File: config.mk
export PLATFORM = sky130hd
export DESIGN_NAME = mvm_stream_driver
export DESIGN_NICKNAME = d
export VERILOG_FILES = /design/src/rtl/mvm_stream_driver.sv
export SDC_FILE = /design/constraint.sdc
export NUM_CORES = 1
export LEC_CHECK = 0
export ABC_AREA = 1
export ABC_CLOCK_PERIOD_IN_PS = 3000
export BUFFER_PORTS_ARGS = -buffer_cell sky130_fd_sc_hd__buf_2
export CAP_MARGIN = 20
export CELL_PAD_IN_SITES_DETAIL_PLACEMENT = 1
export CELL_PAD_IN_SITES_GLOBAL_PLACEMENT = 1
export CORE_ASPECT_RATIO = 0.5
export CORE_MARGIN = 1
export CORE_UTILIZATION = 48
export DETAILED_ROUTE_END_ITERATION = 8
export GPL_TIMING_DRIVEN = 0
export HOLD_SLACK_MARGIN = 0.05
export PLACE_DENSITY = 0.86
export SYNTH_ARGS = -nofsm -noshare
export SYNTH_HDL_FRONTEND = slang
export SYNTH_SLANG_ARGS = --single-unit
export TNS_END_PERCENT = 10
File: constraint.sdc
create_clock -name clk -period 3 [get_ports clk]
set_input_delay 0.3 -clock clk [delete_from_list [all_inputs] [get_ports clk]]
set_output_delay 0.3 -clock clk [all_outputs]
set_load 0.03 [all_outputs]
File: src/rtl/mvm_stream_driver.sv
// Host-side driver for an MVM engine: buffers x and A, streams them out, captures y[0..3].
// Optional WAIT_DONE watchdog is enabled by defining MVM_DRV_TIMEOUT_EN.
module mvm_stream_driver #(
    parameter int TIMEOUT_CYCLES = 64
) (
    input  logic        clk,
    input  logic        reset,
    input  logic        cfg_wr_en,
    input  logic [4:0]  cfg_addr,
    input  logic [7:0]  cfg_data,
    input  logic        go,
    output logic        busy,
    output logic        mvm_start,
    output logic [7:0]  mvm_data_in,
    input  logic        mvm_done,
    input  logic [15:0] mvm_data_out,
    input  logic [1:0]  res_addr,
    output logic [15:0] res_data,
    output logic        res_valid,
    output logic        err
);

    typedef enum logic [2:0] {
        IDLE, START, STREAM, WAIT_DONE, CAPTURE, DONE, ERR
    } state_t;

    localparam int NUM_WORDS = 20;

    state_t      state_q, state_d;
    logic [4:0]  cnt_q, cnt_d;
    logic        busy_q, busy_d;
    logic        start_q, start_d;
    logic [7:0]  data_q, data_d;
    logic        done_prev_q;
    logic        res_valid_q, res_valid_d;
    logic [15:0] res_buf_q [4];
    logic [15:0] res_buf_d [4];
    logic [7:0]  buf_q [NUM_WORDS];
    logic [7:0]  buf_d [NUM_WORDS];

`ifdef MVM_DRV_TIMEOUT_EN
    localparam int TMO_W = $clog2(TIMEOUT_CYCLES + 1);
    logic [TMO_W-1:0] tmo_q, tmo_d;
    logic             err_q, err_d;
`endif

    always_comb begin
        // NOTE: every variable gets a default before the case so no path leaves one unassigned (no latches).
        state_d     = state_q;
        cnt_d       = cnt_q;
        busy_d      = busy_q;
        start_d     = 1'b0;
        data_d      = 8'd0;
        res_valid_d = res_valid_q;
        res_buf_d   = res_buf_q;
        buf_d       = buf_q;
`ifdef MVM_DRV_TIMEOUT_EN
        tmo_d       = tmo_q;
        err_d       = err_q;
`endif

        // Host writes are blocked while a transaction owns the operand buffer.
        if (cfg_wr_en && !busy_q && cfg_addr <= 5'd19) begin
            buf_d[cfg_addr] = cfg_data;
        end

        case (state_q)
            IDLE, DONE, ERR: begin
                if (go) begin
                    state_d     = START;
                    busy_d      = 1'b1;
                    start_d     = 1'b1;
                    res_valid_d = 1'b0;
`ifdef MVM_DRV_TIMEOUT_EN
                    err_d       = 1'b0;
`endif
                end
            end
            START: begin
                state_d = STREAM;
                cnt_d   = 5'd0;
                data_d  = buf_q[0];
            end
            STREAM: begin
                if (cnt_q == 5'd19) begin
                    state_d = WAIT_DONE;
                    cnt_d   = 5'd0;
`ifdef MVM_DRV_TIMEOUT_EN
                    tmo_d   = '0;
`endif
                end else begin
                    cnt_d  = cnt_q + 5'd1;
                    data_d = buf_q[cnt_q + 5'd1];
                end
            end
            WAIT_DONE: begin
                // Only a fresh rising edge counts; a stale high level is ignored.
                if (mvm_done && !done_prev_q) begin
                    state_d = CAPTURE;
                    cnt_d   = 5'd0;
                end
`ifdef MVM_DRV_TIMEOUT_EN
                else if (tmo_q == TMO_W'(TIMEOUT_CYCLES - 1)) begin
                    state_d     = ERR;
                    busy_d      = 1'b0;
                    err_d       = 1'b1;
                    res_valid_d = 1'b0;
                end else begin
                    tmo_d = tmo_q + 1'b1;
                end
`endif
            end
            CAPTURE: begin
                res_buf_d[cnt_q[1:0]] = mvm_data_out;
                if (cnt_q == 5'd3) begin
                    state_d     = DONE;
                    busy_d      = 1'b0;
                    res_valid_d = 1'b1;
                    cnt_d       = 5'd0;
                end else begin
                    cnt_d = cnt_q + 5'd1;
                end
            end
            default: state_d = IDLE;
        endcase
    end

    always_ff @(posedge clk or posedge reset) begin
        // NOTE: sequential state uses non-blocking assignments so all flops update from pre-edge values.
        if (reset) begin
            state_q     <= IDLE;
            cnt_q       <= 5'd0;
            busy_q      <= 1'b0;
            start_q     <= 1'b0;
            data_q      <= 8'd0;
            done_prev_q <= 1'b0;
            res_valid_q <= 1'b0;
            for (int i = 0; i < 4; i++) res_buf_q[i] <= 16'd0;
        end else begin
            state_q     <= state_d;
            cnt_q       <= cnt_d;
            busy_q      <= busy_d;
            start_q     <= start_d;
            data_q      <= data_d;
            done_prev_q <= mvm_done;
            res_valid_q <= res_valid_d;
            res_buf_q   <= res_buf_d;
        end
    end

    // NOTE: the operand buffer has no reset so host-loaded operands survive a reset.
    always_ff @(posedge clk) begin
        buf_q <= buf_d;
    end

`ifdef MVM_DRV_TIMEOUT_EN
    always_ff @(posedge clk or posedge reset) begin
        if (reset) begin
            tmo_q <= '0;
            err_q <= 1'b0;
        end else begin
            tmo_q <= tmo_d;
            err_q <= err_d;
        end
    end
    assign err = err_q;
`else
    assign err = 1'b0;
`endif

    assign busy        = busy_q;
    assign mvm_start   = start_q;
    assign mvm_data_in = data_q;
    assign res_valid   = res_valid_q;
    assign res_data    = res_buf_q[res_addr];

endmodule

Word level (Yosys, flattened, before mapping)
Cells that the tools add are included.

word-level totals
  bits in registers = 244
  input port bits = 36

cells by class
  $add $sub $neg = 1
  reduce and logical (&&, ||, !) cells = 14
  equal/unequal tests = 12
  order comparisons = 7
  bitwise gates (word level) = 4
  muxes and demuxes = 31

operator list
  kind                   count
  $bwmux W160            1
  $bwmux W64             1
  $mux W16               3
  $bmux W8 S5            1
  $demux W8 S5           1
  $bmux W16 S2           1
  $demux W16 S2          1
  $mux W8                4
  $pmux W5 S4            1
  $pmux W8 S2            1
  $mux W5                3
  $pmux W3 S5            1
  $ge A6 B6 Y1 const B   2
  $mux W3                4
  $not A5 Y6             2
  $eq A3 B3 Y1 const B   3
  $ne A2 B2 Y1 const B   4
  $eq A3 B2 Y1 const B   2
  $ge A3 B3 Y1 const B   2
  $lt A6 B1 Y1 const B   1
  $mux W1                6
  $not A2 Y3             2
  $add A5 B1 Y5 const B  1
  $eq A5 B2 Y1 const B   1
  14 further kinds       20

Depth between registers and ports, before layout
Gate-level depths: netlist (run 1).

  word-level depth = 7
  gate-level depth with buffers = 13
  gate-level depth less buffers = 9

Worst setup path before layout (run 1)
Ideal clock, no wire load.

  kind = register to register
  start point = register cnt_q[0]
  end point = register data_q[0], in the netlist mvm_data_in[0]
  path slack = 0.944 ns
  arrival time = 1.990 ns
  stages on the path, launching flop included = 14
  buffers on the path = 4
  setup time = 0.066 ns
  path through = dfrtp_1 -> inv_1 -> buf_2 -> buf_2 -> ha_1 -> clkbuf_1 -> inv_1 -> clkbuf_1 -> nand3_1 -> nand2_1 -> nand3_1 -> a21oi_1 -> nand2_1 -> nand2_1

between the ends
  cells in the longest elaborated chain, start to end = 7

ends and longest elaborated chain
  what                                        RTL line  text
  from (decl)                                 30        logic [4:0] cnt_q, cnt_d;
  from (signal assigned)                      141       cnt_q <= cnt_d;
  $add A5 B1 Y5                               93        data_d = buf_q[cnt_q + 5'd1];
  $not A5 Y6 (implied by the code)            93
  $bmux W8 S5                                 93
  $mux W8 (implied by the code) (2 in a row)  93
  $mux W8 *                                   85        if (cnt_q == 5'd19) begin
  $pmux W8 S2 *                               67        case (state_q)
  net data_d[0]                               33        logic [7:0] data_q, data_d;
  to (signal assigned)                        144       data_q <= data_d;
  to (decl)                                   33

Mark *: on every way through the listed nets, which the timed path passes. The rest lies on a longest branch. The select of a mux whose other input is x is not followed.
A chain may end at the register's enable or synchronous reset.

Worst setup path after layout (run 1)
Ends and elaborated chain as after synthesis.

==> results of run 1 <==
-- sequential cells by signal, indices dropped and copies added, names as in the netlist --
| signal | flops |
|---|---|
| mvm_data_in | 8 |
| done_prev_q | 1 |
| cnt_q | 5 |
| res_buf_q | 64 |
| state_q | 3 |
| mvm_start | 1 |
| busy | 1 |
| res_valid | 1 |
| buf_q | 160 |
-- final timing paths --
kind	depth (start not counted)	endpoint	slack, ns	from
max	12	mvm_data_in[0]	0.18	cnt_q[0]
min	3	res_buf_q[45]	0.09	mvm_data_out[13]
max reg2reg	12	mvm_data_in[0]	0.18	cnt_q[0]
min reg2reg	2	res_buf_q[56]	0.49	res_buf_q[56]
max in group asynchronous	4	res_buf_q[1]	2.10	reset
min in group asynchronous	3	cnt_q[3]	0.30	reset
-- timing repair --
action	CTS	global route
hold buffers	2	0
setup endpoints to repair	7	8
endpoints found under the hold margin	21	0
gates resized for setup	3	0
cloned	0	0
-- power by group --
group	internal (mW)	total [mW]	switching, mW
sequential	4.03	4.29	0.259
combinational	1.05	3.57	2.53
clock	1.69	2.97	1.28
total	6.76	10.8	4.07
-- metrics by stage --
step	instances	setup WS [ns]	power, mW
floorplan	1103	0.5349	6.596
global route	1509	0.06146	11.35
detailed placement	1466	-0.0006426	7.798
finish	1509	0.1825	10.83
CTS	1510	0.08835	10.80
global placement	1465	-0.4128	7.551
-- placed cells by master, fill, tap and decap left out, drive strengths merged --
master	netlist	routed
dlygate4sd3	0	2
nor3	1	1
nand4	2	2
nand3	115	115
nand2	358	358
conb	1	1
nor2	64	64
bufinv	0	3
clkinv	0	11
xor2	2	2
o211a	1	1
ha	4	4
a21oi	9	9
o22ai	19	19
inv	122	123
dfrtp	84	84
nand3b	1	1
buf	19	82
o21ai	104	104
xnor2	1	1
o21bai	2	2
edfxtp	160	160
clkbuf	34	59
clkinvlp	0	1
-- final cells by class --
| cell class | instances | area (um2) | share of cell area |
|---|---|---|---|
| inverter | 122 | 460.4 | 0.03791 |
| multi-input combinational | 684 | 3044 | 0.2506 |
| sequential | 244 | 6907 | 0.5686 |
| clock inverter | 16 | 152.6 | 0.01257 |
| clock buffer | 26 | 596.8 | 0.04913 |
| buffer | 52 | 252.7 | 0.02081 |
| timing repair buffer | 65 | 357.8 | 0.02946 |
| tap | 300 | 375.4 | 0.03090 |
-- per-layer routing --
layer / vias up / global-route usage / part of all wire / wire length [um]
met2: 341 / 0.5005 / 0.48 / 15550
met5: - / 0 / 0 / 0
met3: 74 / 0.07060 / 0.079 / 2550
li1: 3783 / - / - / -
met4: 0 / 0.09712 / 0.029 / 919
met1: 4189 / 0.3605 / 0.41 / 13120
-- worst max-delay path, stage by stage, from the launching register on --
cell and delay [ns]:
dfrtp_1 0.41, inv_1 0.08, buf_2 0.24, buf_2 0.33, ha_1 0.43, inv_1 0.16, clkbuf_2 0.26, nand3_1 0.15
nand3_1 0.12, nand3_1 0.18, nand3_1 0.15, nand2_1 0.12, nand2_1 0.06
-- kinds of logic (layout without fill, tap and decap cells) --
family | after synthesis | in the layout | share of synthesized area
and+or+nand+nor | 541 | 541 | 0.2083
DFF | 244 | 244 | 0.6478
buffers and inverters | 175 | 281 | 0.06666
AOI/OAI and AO/OA | 135 | 135 | 0.06760
adders and majority gates | 4 | 4 | 0.004694
xor gates and xnor gates | 3 | 3 | 0.004577
other | 1 | 1 | 0.0003517
==> flow_summary_export.csv, run 1 <==
group,metric,value,unit
worst_setup_path,endpoint_kind,"register",
sta,slew_violations,0,
yosys,synth-seq-cells,244,
grt,grt_usage,0.2907,
floorplanning,rows,38,
layout,fin_nets,1232,
yosys,synth_area,10660,um2
yosys,synth_ff_type,"edfxtp_1",
floorplanning,start_util,0.4907,
clocking,cts_made_buffers,23,
sta,worst_pin_slew,0.9884,ns
yosys,synth_edf_count,160,
sta,max_freq,354.9,MHz
yosys,post-synth-top-count-cell,"nand2_1",
route,drt_first_pass_iters,8,
worst_setup_path,cp_max_fo,11,
power_and_ir_drop,ir_worst_vdd,0.4069,mV
yosys,async_flop_share,0.3443,
yosys,synth-seq-area-share,0.6478,
sta,min_period,2.818,ns
status,status,"finished clean",
worst_setup_path,path_class,"register to register",
sta,max-slew-margin-rel,0.3386,
floorplanning,dieArea,22850,um2
yosys,ys_top_cells_by_area,"edfxtp_1 45%, dfrtp_1 20%, nand2_1 13%",
clocking,cts_buffer_depth,3,
yosys,synth_top_area_cell,"edfxtp_1",
power_and_ir_drop,leakagePower,5.448,nW
worst_setup_path,cp.arrival,3.22,ns
placement,placed_area,11380,um2
sta,hold_ws,0.09324,ns
grt,grt_max_degree,65,
yosys,synth_commonest_cells,"356 x nand2_1, 160 x edfxtp_1, 121 x inv_1, 111 x nand3_1, 96 x o21ai_0",
layout,nFillCells,2478,
grt,grt_antenna_before_repair,0,
yosys,avgSynthCellArea,9.666,um2
worst_hold_path,hp-class,"input port to register",
placement,dpl.hpwl,21.38,mm
layout,diodes,0,
worst_setup_path,required,3.40,ns
clocking,cts_tree,"done",
grt,grt_first_pass_wirelength,49.52,mm
yosys,ys.warnings.count,0,
route,routed_wl,32.14,mm
placement,gp_congestion,0.8548,
yosys,synth_cell_types,28,
floorplanning,core_area,21730,um2
sta,hold_viol_final,0,
clocking,post-cts-setup-buffers,0,
yosys,synth_nets,1143,
sta,clock_skew,0.01976,ns
placement,io_buffers,62,
floorplanning,die_y,107.4,um
route,drc,0,
route,vias,8387,
worst_setup_path,cp-start-kind,"register",
sta,tns,0,ns
clocking,cts-root-buf,"clkbuf_16",
route,drt_iter0_drc,922,
grt,grt_overflow,0,
sta,finalCritPeriodShare,0.9392,
route,drtAntennaViolNets,0,
yosys,netlist_instances,1103,
route,viasPerCell,5.558,
flow_run,maxCapViolations,0,
floorplanning,io_pins,64,
route,routedWlPerCell,21.30,um
clocking,clk_latency,0.53,ns
layout,fin_area,12150,um2
clocking,cts_sinks,244,
layout,syn2layout_area_growth,13.93,%
layout,drive_above_1_share,0.1092,
yosys,synth_top_cell_area_share,0.4507,
clocking,clk_pin_slew,0.06,ns
clocking,htreeDepth,1,
layout,fin_util,0.5590,
sta,rsz0062_at_grt,"false",
grt,grt_pass1_vias,9005,
sta,finalSetupViolations,0,
power_and_ir_drop,cellPowerDensity,891.7,nW/um2
floorplanning,die_x,212.8,um
Note: power is estimated with default switching activity, not from simulation.
==> run 2: changes to the inputs <==
Settings changed: ABC_AREA 1 to unset, CORE_UTILIZATION 48 to 52, PLACE_DENSITY 0.86 to 0.85.
==> flow_summary_export.csv, run 2 <==
group,metric,value,unit
power_and_ir_drop,netSwitchingPower,3.372,mW
clocking,cts_tree,"done",
sta,rsz0062_at_grt,"false",
worst_hold_path,hp-class,"input port to register",
sta,clock_skew,0.02180,ns
clocking,cts_made_buffers,22,
yosys,synth_cell_types,45,
layout,fin_area,11590,um2
worst_setup_path,path_class,"register to register",
sta,hold_viol_final,0,
grt,grt_overflow,0,
clocking,clk_latency,0.52,ns
route,viasPerCell,6.029,
clocking,htreeDepth,1,
clocking,cts_sinks,244,
yosys,synth_commonest_cells,"160 x edfxtp_1, 84 x dfrtp_1, 64 x mux2_2, 56 x mux4_2, 34 x nor2_1",
sta,finalSetupViolations,0,
floorplanning,rows,35,
route,drt_iter0_drc,508,
floorplanning,start_util,0.5411,
floorplanning,die_x,199.5,um
floorplanning,dieArea,20100,um2
sta,worst_pin_slew,1.111,ns
power_and_ir_drop,p_int,7.220,mW
layout,largest_reg_flops,160,
power_and_ir_drop,cellPowerDensity,913.6,nW/um2
grt,grt_antenna_before_repair,0,
worst_setup_path,cp_max_fo,10,
layout,diodes,0,
layout,drive_above_1_share,0.3927,
clocking,cts_buffer_depth,3,
sta,max-slew-margin-rel,0.2566,
clocking,post-cts-setup-buffers,0,
yosys,netlist_instances,555,
yosys,async_flop_share,0.3443,
layout,regMostFlops,"buf_q",
yosys,synth_area,10140,um2
route,vias,5523,
sta,min_period,2.807,ns
power_and_ir_drop,power,10.59,mW
grt,grt_max_degree,61,
route,drc,0,
power_and_ir_drop,p_seq_frac,0.397,
placement,dpl.hpwl,15.78,mm
layout,final_common_cell,"edfxtp_1",
yosys,post-synth-top-count-cell,"edfxtp_1",
floorplanning,io_pins,64,
placement,gp_congestion,0.8428,
power_and_ir_drop,leakagePower,4.396,nW
worst_setup_path,cp-start-kind,"register",
yosys,avgSynthCellArea,18.27,um2
sta,max_freq,356.2,MHz
route,drtAntennaViolNets,0,
yosys,synth-seq-cells,244,
yosys,synth_top_cell_area_share,0.4737,
floorplanning,die_y,100.8,um
power_and_ir_drop,combPwrFrac,0.332,
sta,hold_ws,0.07223,ns
route,drt_first_pass_iters,5,
clocking,cts-root-buf,"clkbuf_16",
power_and_ir_drop,switching_share,0.3184,
route,routedWlPerCell,25.73,um
yosys,synth-seq-area-share,0.6810,
flow_run,maxCapViolations,0,
yosys,synth_edf_count,160,
yosys,synth_nets,595,
worst_setup_path,required,3.39,ns
sta,finalCritPeriodShare,0.9358,
layout,fin_util,0.6186,
yosys,synth_top_area_cell,"edfxtp_1",
status,status,"finished clean",
sta,slew_violations,0,
route,routed_wl,23.57,mm
floorplanning,core_area,18740,um2
yosys,synth_ff_type,"edfxtp_1",
grt,grt_usage,0.2495,
worst_setup_path,endpoint_kind,"register",
grt,grt_pass1_vias,5886,
power_and_ir_drop,clkPwrFrac,0.271,
placement,io_buffers,60,
yosys,ys.warnings.count,0,
layout,fin_nets,681,
layout,mostFrequentLayoutCells,"160 x edfxtp_1, 84 x dfrtp_1, 72 x buf_2",
yosys,ys_top_cells_by_area,"edfxtp_1 47%, dfrtp_1 21%, mux4_2 12%",
clocking,clk_pin_slew,0.07,ns
grt,grt_first_pass_wirelength,36.05,mm
placement,placed_area,10800,um2
layout,syn2layout_area_growth,14.31,%
power_and_ir_drop,ir_worst_vdd,0.4100,mV
worst_setup_path,cp.arrival,3.20,ns
==> run 2: cell families (layout without fill, tap and decap cells) <==
| group | count (synthesis) | count (layout) | synth area share |
|---|---|---|---|
| compound gates | 43 | 43 | 0.03282 |
| flops | 244 | 244 | 0.6810 |
| fa+ha+maj | 4 | 4 | 0.004935 |
| xor+xnor | 5 | 5 | 0.006169 |
| simple gates | 84 | 84 | 0.04194 |
| mux | 136 | 136 | 0.2112 |
| other cells | 1 | 1 | 0.0003697 |
| buf+inv | 38 | 140 | 0.02159 |
==> run 2: layout make-up <==
cell class | instances | area (um2)
sequential | 244 | 6907
clock buffer | 30 | 624.3
inverter | 6 | 25.02
buffer | 31 | 210.2
clock inverter | 10 | 113.9
multi-input combinational | 273 | 3042
fill | 1671 | 7149
tap | 259 | 324.1
timing repair buffer | 63 | 347.8
==> run 2: worst max-delay path: stages, from the launching register on <==
cell	delay, ns
dfrtp_1	0.40
buf_6	0.21
buf_6	0.22
buf_6	0.20
inv_1	0.09
ha_2	0.44
buf_4	0.26
mux4_2	0.24
mux2i_1	0.08
and3_1	0.19
a311oi_1	0.35
==> run 2: worst paths after layout <==
check                            startpoint        endpoint  slack (ns)  cells after the start
max in group asynchronous             reset   res_buf_q[63]        2.06                      4
hold / removal             mvm_data_out[12]   res_buf_q[60]        0.07                      2
hold reg to reg               res_buf_q[60]   res_buf_q[60]        0.50                      1
min in group asynchronous             reset  mvm_data_in[2]        0.31                      3
setup reg to reg                   cnt_q[0]  mvm_data_in[7]        0.19                     10
setup / recovery                   cnt_q[0]  mvm_data_in[7]        0.19                     10
==> run 2: power by group through the flow <==
stage / clock [mW] / sequential (mW) / combinational [mW]
finish: 2.87 / 4.20 / 3.52
CTS: 2.91 / 4.20 / 3.48
detailed placement: 0 / 4.27 / 3.40
global placement: 0 / 4.23 / 3.26
floorplan: 0 / 4.29 / 2.35
global route: 3.02 / 4.26 / 3.75
==> run 2: stage by stage <==
stage / worst slack [ns] / TNS [ns] / std cells
after floorplan: 0.3372 / 0 / 555
final: 0.1926 / 0 / 916
after CTS: 0.04231 / 0 / 916
after global placement: -0.5124 / -46.26 / 874
after detailed placement: -0.6247 / -4.602 / 875
after global routing: 0.01986 / 0 / 916
==> run 2: routing by layer <==
metal  vias to the layer above  global-route usage  wire length (um)
li1                       2360                   -                 -
met1                      2902              0.3497              9930
met2                       223              0.4038             11420
met5                         -                   0                 0
met4                         0             0.06988               466
met3                        38             0.04851              1758
==> run 2: what timing repair did <==
item | in CTS | in global routing
setup endpoints to repair | 8 | 8
hold buffers | 2 | 0
hold endpoints to repair | 25 | 0
resized for setup | 11 | 6
pin swaps | 0 | 0
==> run 3: changes to the inputs <==
Settings changed: ABC_AREA set to 1, CORE_UTILIZATION 52 to 48, CTS_BUF_LIST set to sky130_fd_sc_hd__clkbuf_4 sky130_fd_sc_hd__clkbuf_8 sky130_fd_sc_hd__clkbuf_16, GPL_ROUTABILITY_DRIVEN set to 0, PLACE_DENSITY 0.85 to 0.86.
==> flow_summary_export.csv, run 3 (same netlist as run 1, synthesis figures left out) <==
group,metric,value,unit
placement,dp_slack,-0.0006426,ns
clocking,post-cts-setup-buffers,0,
worst_hold_path,hold_start,"mvm_data_out[13]",
worst_setup_path,endpoint_kind,"register",
layout,mostFrequentLayoutCells,"356 x nand2_1, 160 x edfxtp_1, 120 x inv_1",
clocking,clk_pin_slew,0.07,ns
route,drc,0,
layout,drive_above_1_share,0.1108,
route,drt_first_pass_iters,5,
placement,placed_cells,1466,
sta,max-slew-margin-rel,0.3488,
power_and_ir_drop,cellPowerDensity,891.8,nW/um2
worst_hold_path,whs_path_depth,3,
layout,largest_reg_flops,160,
floorplanning,core_area,21730,um2
worst_setup_path,cp.arrival,3.23,ns
layout,syn2layout_area_growth,14.00,%
grt,grt_use_met1,0.3595,
route,viasPerCell,5.521,
route,routedWlPerCell,21.27,um
route,routed_wl,32.10,mm
grt,grt_antenna_before_repair,0,
sta,slew_violations,0,
grt,grt_pass1_vias,9023,
route,drt_iter0_drc,884,
grt,busiest_layer,"met2",
layout,fin_cells,1509,
clocking,cts_tree,"done",
sta,clock_skew,0.02520,ns
floorplanning,die_x,212.8,um
floorplanning,start_util,0.4907,
worst_setup_path,path_class,"register to register",
floorplanning,rows,38,
worst_setup_path,required,3.45,ns
grt,grt_first_pass_wirelength,49.53,mm
sta,finalWorstSetupSlack,0.2228,ns
grt,grt_usage,0.2904,
layout,regMostFlops,"buf_q",
floorplanning,die_y,107.4,um
layout,fin_nets,1232,
power_and_ir_drop,leakagePower,5.455,nW
sta,tns,0,ns
power_and_ir_drop,ir_worst_vdd,0.4047,mV
placement,io_buffers,62,
clocking,cts-root-buf,"clkbuf_16",
clocking,cts_sinks,244,
sta,finalCritPeriodShare,0.9257,
worst_setup_path,ff2ff_setup_slack,0.22,ns
grt,grt_max_degree,65,
sta,finalSetupViolations,0,
clocking,htreeDepth,1,
clocking,clk_latency,0.54,ns
sta,max_freq,360.1,MHz
floorplanning,io_pins,64,
status,status,"finished clean",
worst_setup_path,reg2reg_to,"mvm_data_in[3]",
worst_hold_path,holdPathEnd,"res_buf_q[45]",
grt,use_met2,0.4991,
worst_setup_path,cp-start-kind,"register",
worst_setup_path,rr_worst_depth,11,
placement,dpl.hpwl,21.38,mm
grt,grt_overflow,0,
worst_hold_path,hp-class,"input port to register",
sta,min_period,2.777,ns
layout,final_common_cell,"nand2_1",
floorplanning,dieArea,22850,um2
worst_setup_path,r2r_start,"cnt_q[0]",
sta,hold_viol_final,0,
sta,hold_ws,0.09737,ns
route,drtAntennaViolNets,0,
sta,worst_pin_slew,0.9732,ns
clocking,cts_buffer_depth,3,
flow_run,maxCapViolations,0,
worst_setup_path,cp_max_fo,11,
clocking,cts_made_buffers,23,
route,vias,8331,
layout,fin_util,0.5594,
sta,rsz0062_at_grt,"false",
grt,grt_util_met3,0.06826,
layout,diodes,0,
## run 3: cell types whose count changed in the layout (fill, tap and decap cells not counted), sizes merged, moves of 9 or more
cell    delta
nand2    +343
o21ai     +92
clkbuf    +24
nor2      +30
o22ai     +18
mux2      -64
inv      +116
nand3    +112
a221oi     -9
and3      -13
mux2i     -16
mux4      -56
## run 3: worst max-delay path by stage
stage / end / from / slack, ns
5_1_grt: mvm_data_in[2] / cnt_q[0] / 0.04
3_5_place_dp: mvm_data_in[2] / cnt_q[0] / -0.0006
3_3_place_gp: res_buf_q[8] / reset / -0.41
2_1_floorplan: busy / reset / 0.53
6_report: mvm_data_in[3] / cnt_q[0] / 0.22
4_1_cts: mvm_data_in[5] / cnt_q[0] / 0.001
## run 3: layout make-up
type                    count  area, um2
repair buffers             65      357.8
inverters                 122      460.4
fillers                  2480       9574
clock buffers              26      604.3
well taps                 300      375.4
multi-input cells         684       3044
plain buffers              52      252.7
flip-flops and latches    244       6907
clock inverters            16      152.6
## run 3: layer usage
layer / up-vias / part of all wire
met5: - / 0
met4: 0 / 0.031
met3: 74 / 0.077
met2: 328 / 0.48
met1: 4138 / 0.41
li1: 3791 / -
## run 3: power breakdown
part	switching, mW	internal [mW]
clock	1.29	1.71
sequential	0.254	4.03
combinational	2.51	1.05
total	4.06	6.78
## run 3: stage by stage
step | instance area, um2 | total power, mW
final | 12150 | 10.84
after global routing | 12150 | 11.37
after CTS | 12160 | 10.81
after detailed placement | 11380 | 7.798
after global placement | 11350 | 7.551
after floorplan | 10660 | 6.596
## run 3: timing repair
action	in CTS	in global routing
endpoints found under the setup margin	6	8
resized for setup	2	2
hold buffers	2	0
endpoints found under the hold margin	21	0
## run 3: worst max-delay path, stage by stage (launching register included)
cell and delay [ns]:
dfrtp_1 0.41, inv_1 0.08, buf_2 0.25, buf_2 0.33, ha_1 0.42, clkbuf_1 0.49
nand3_1 0.16, nand3_1 0.12, nand3_1 0.13, nand3_1 0.19, nand2_1 0.07, nand2_1 0.06
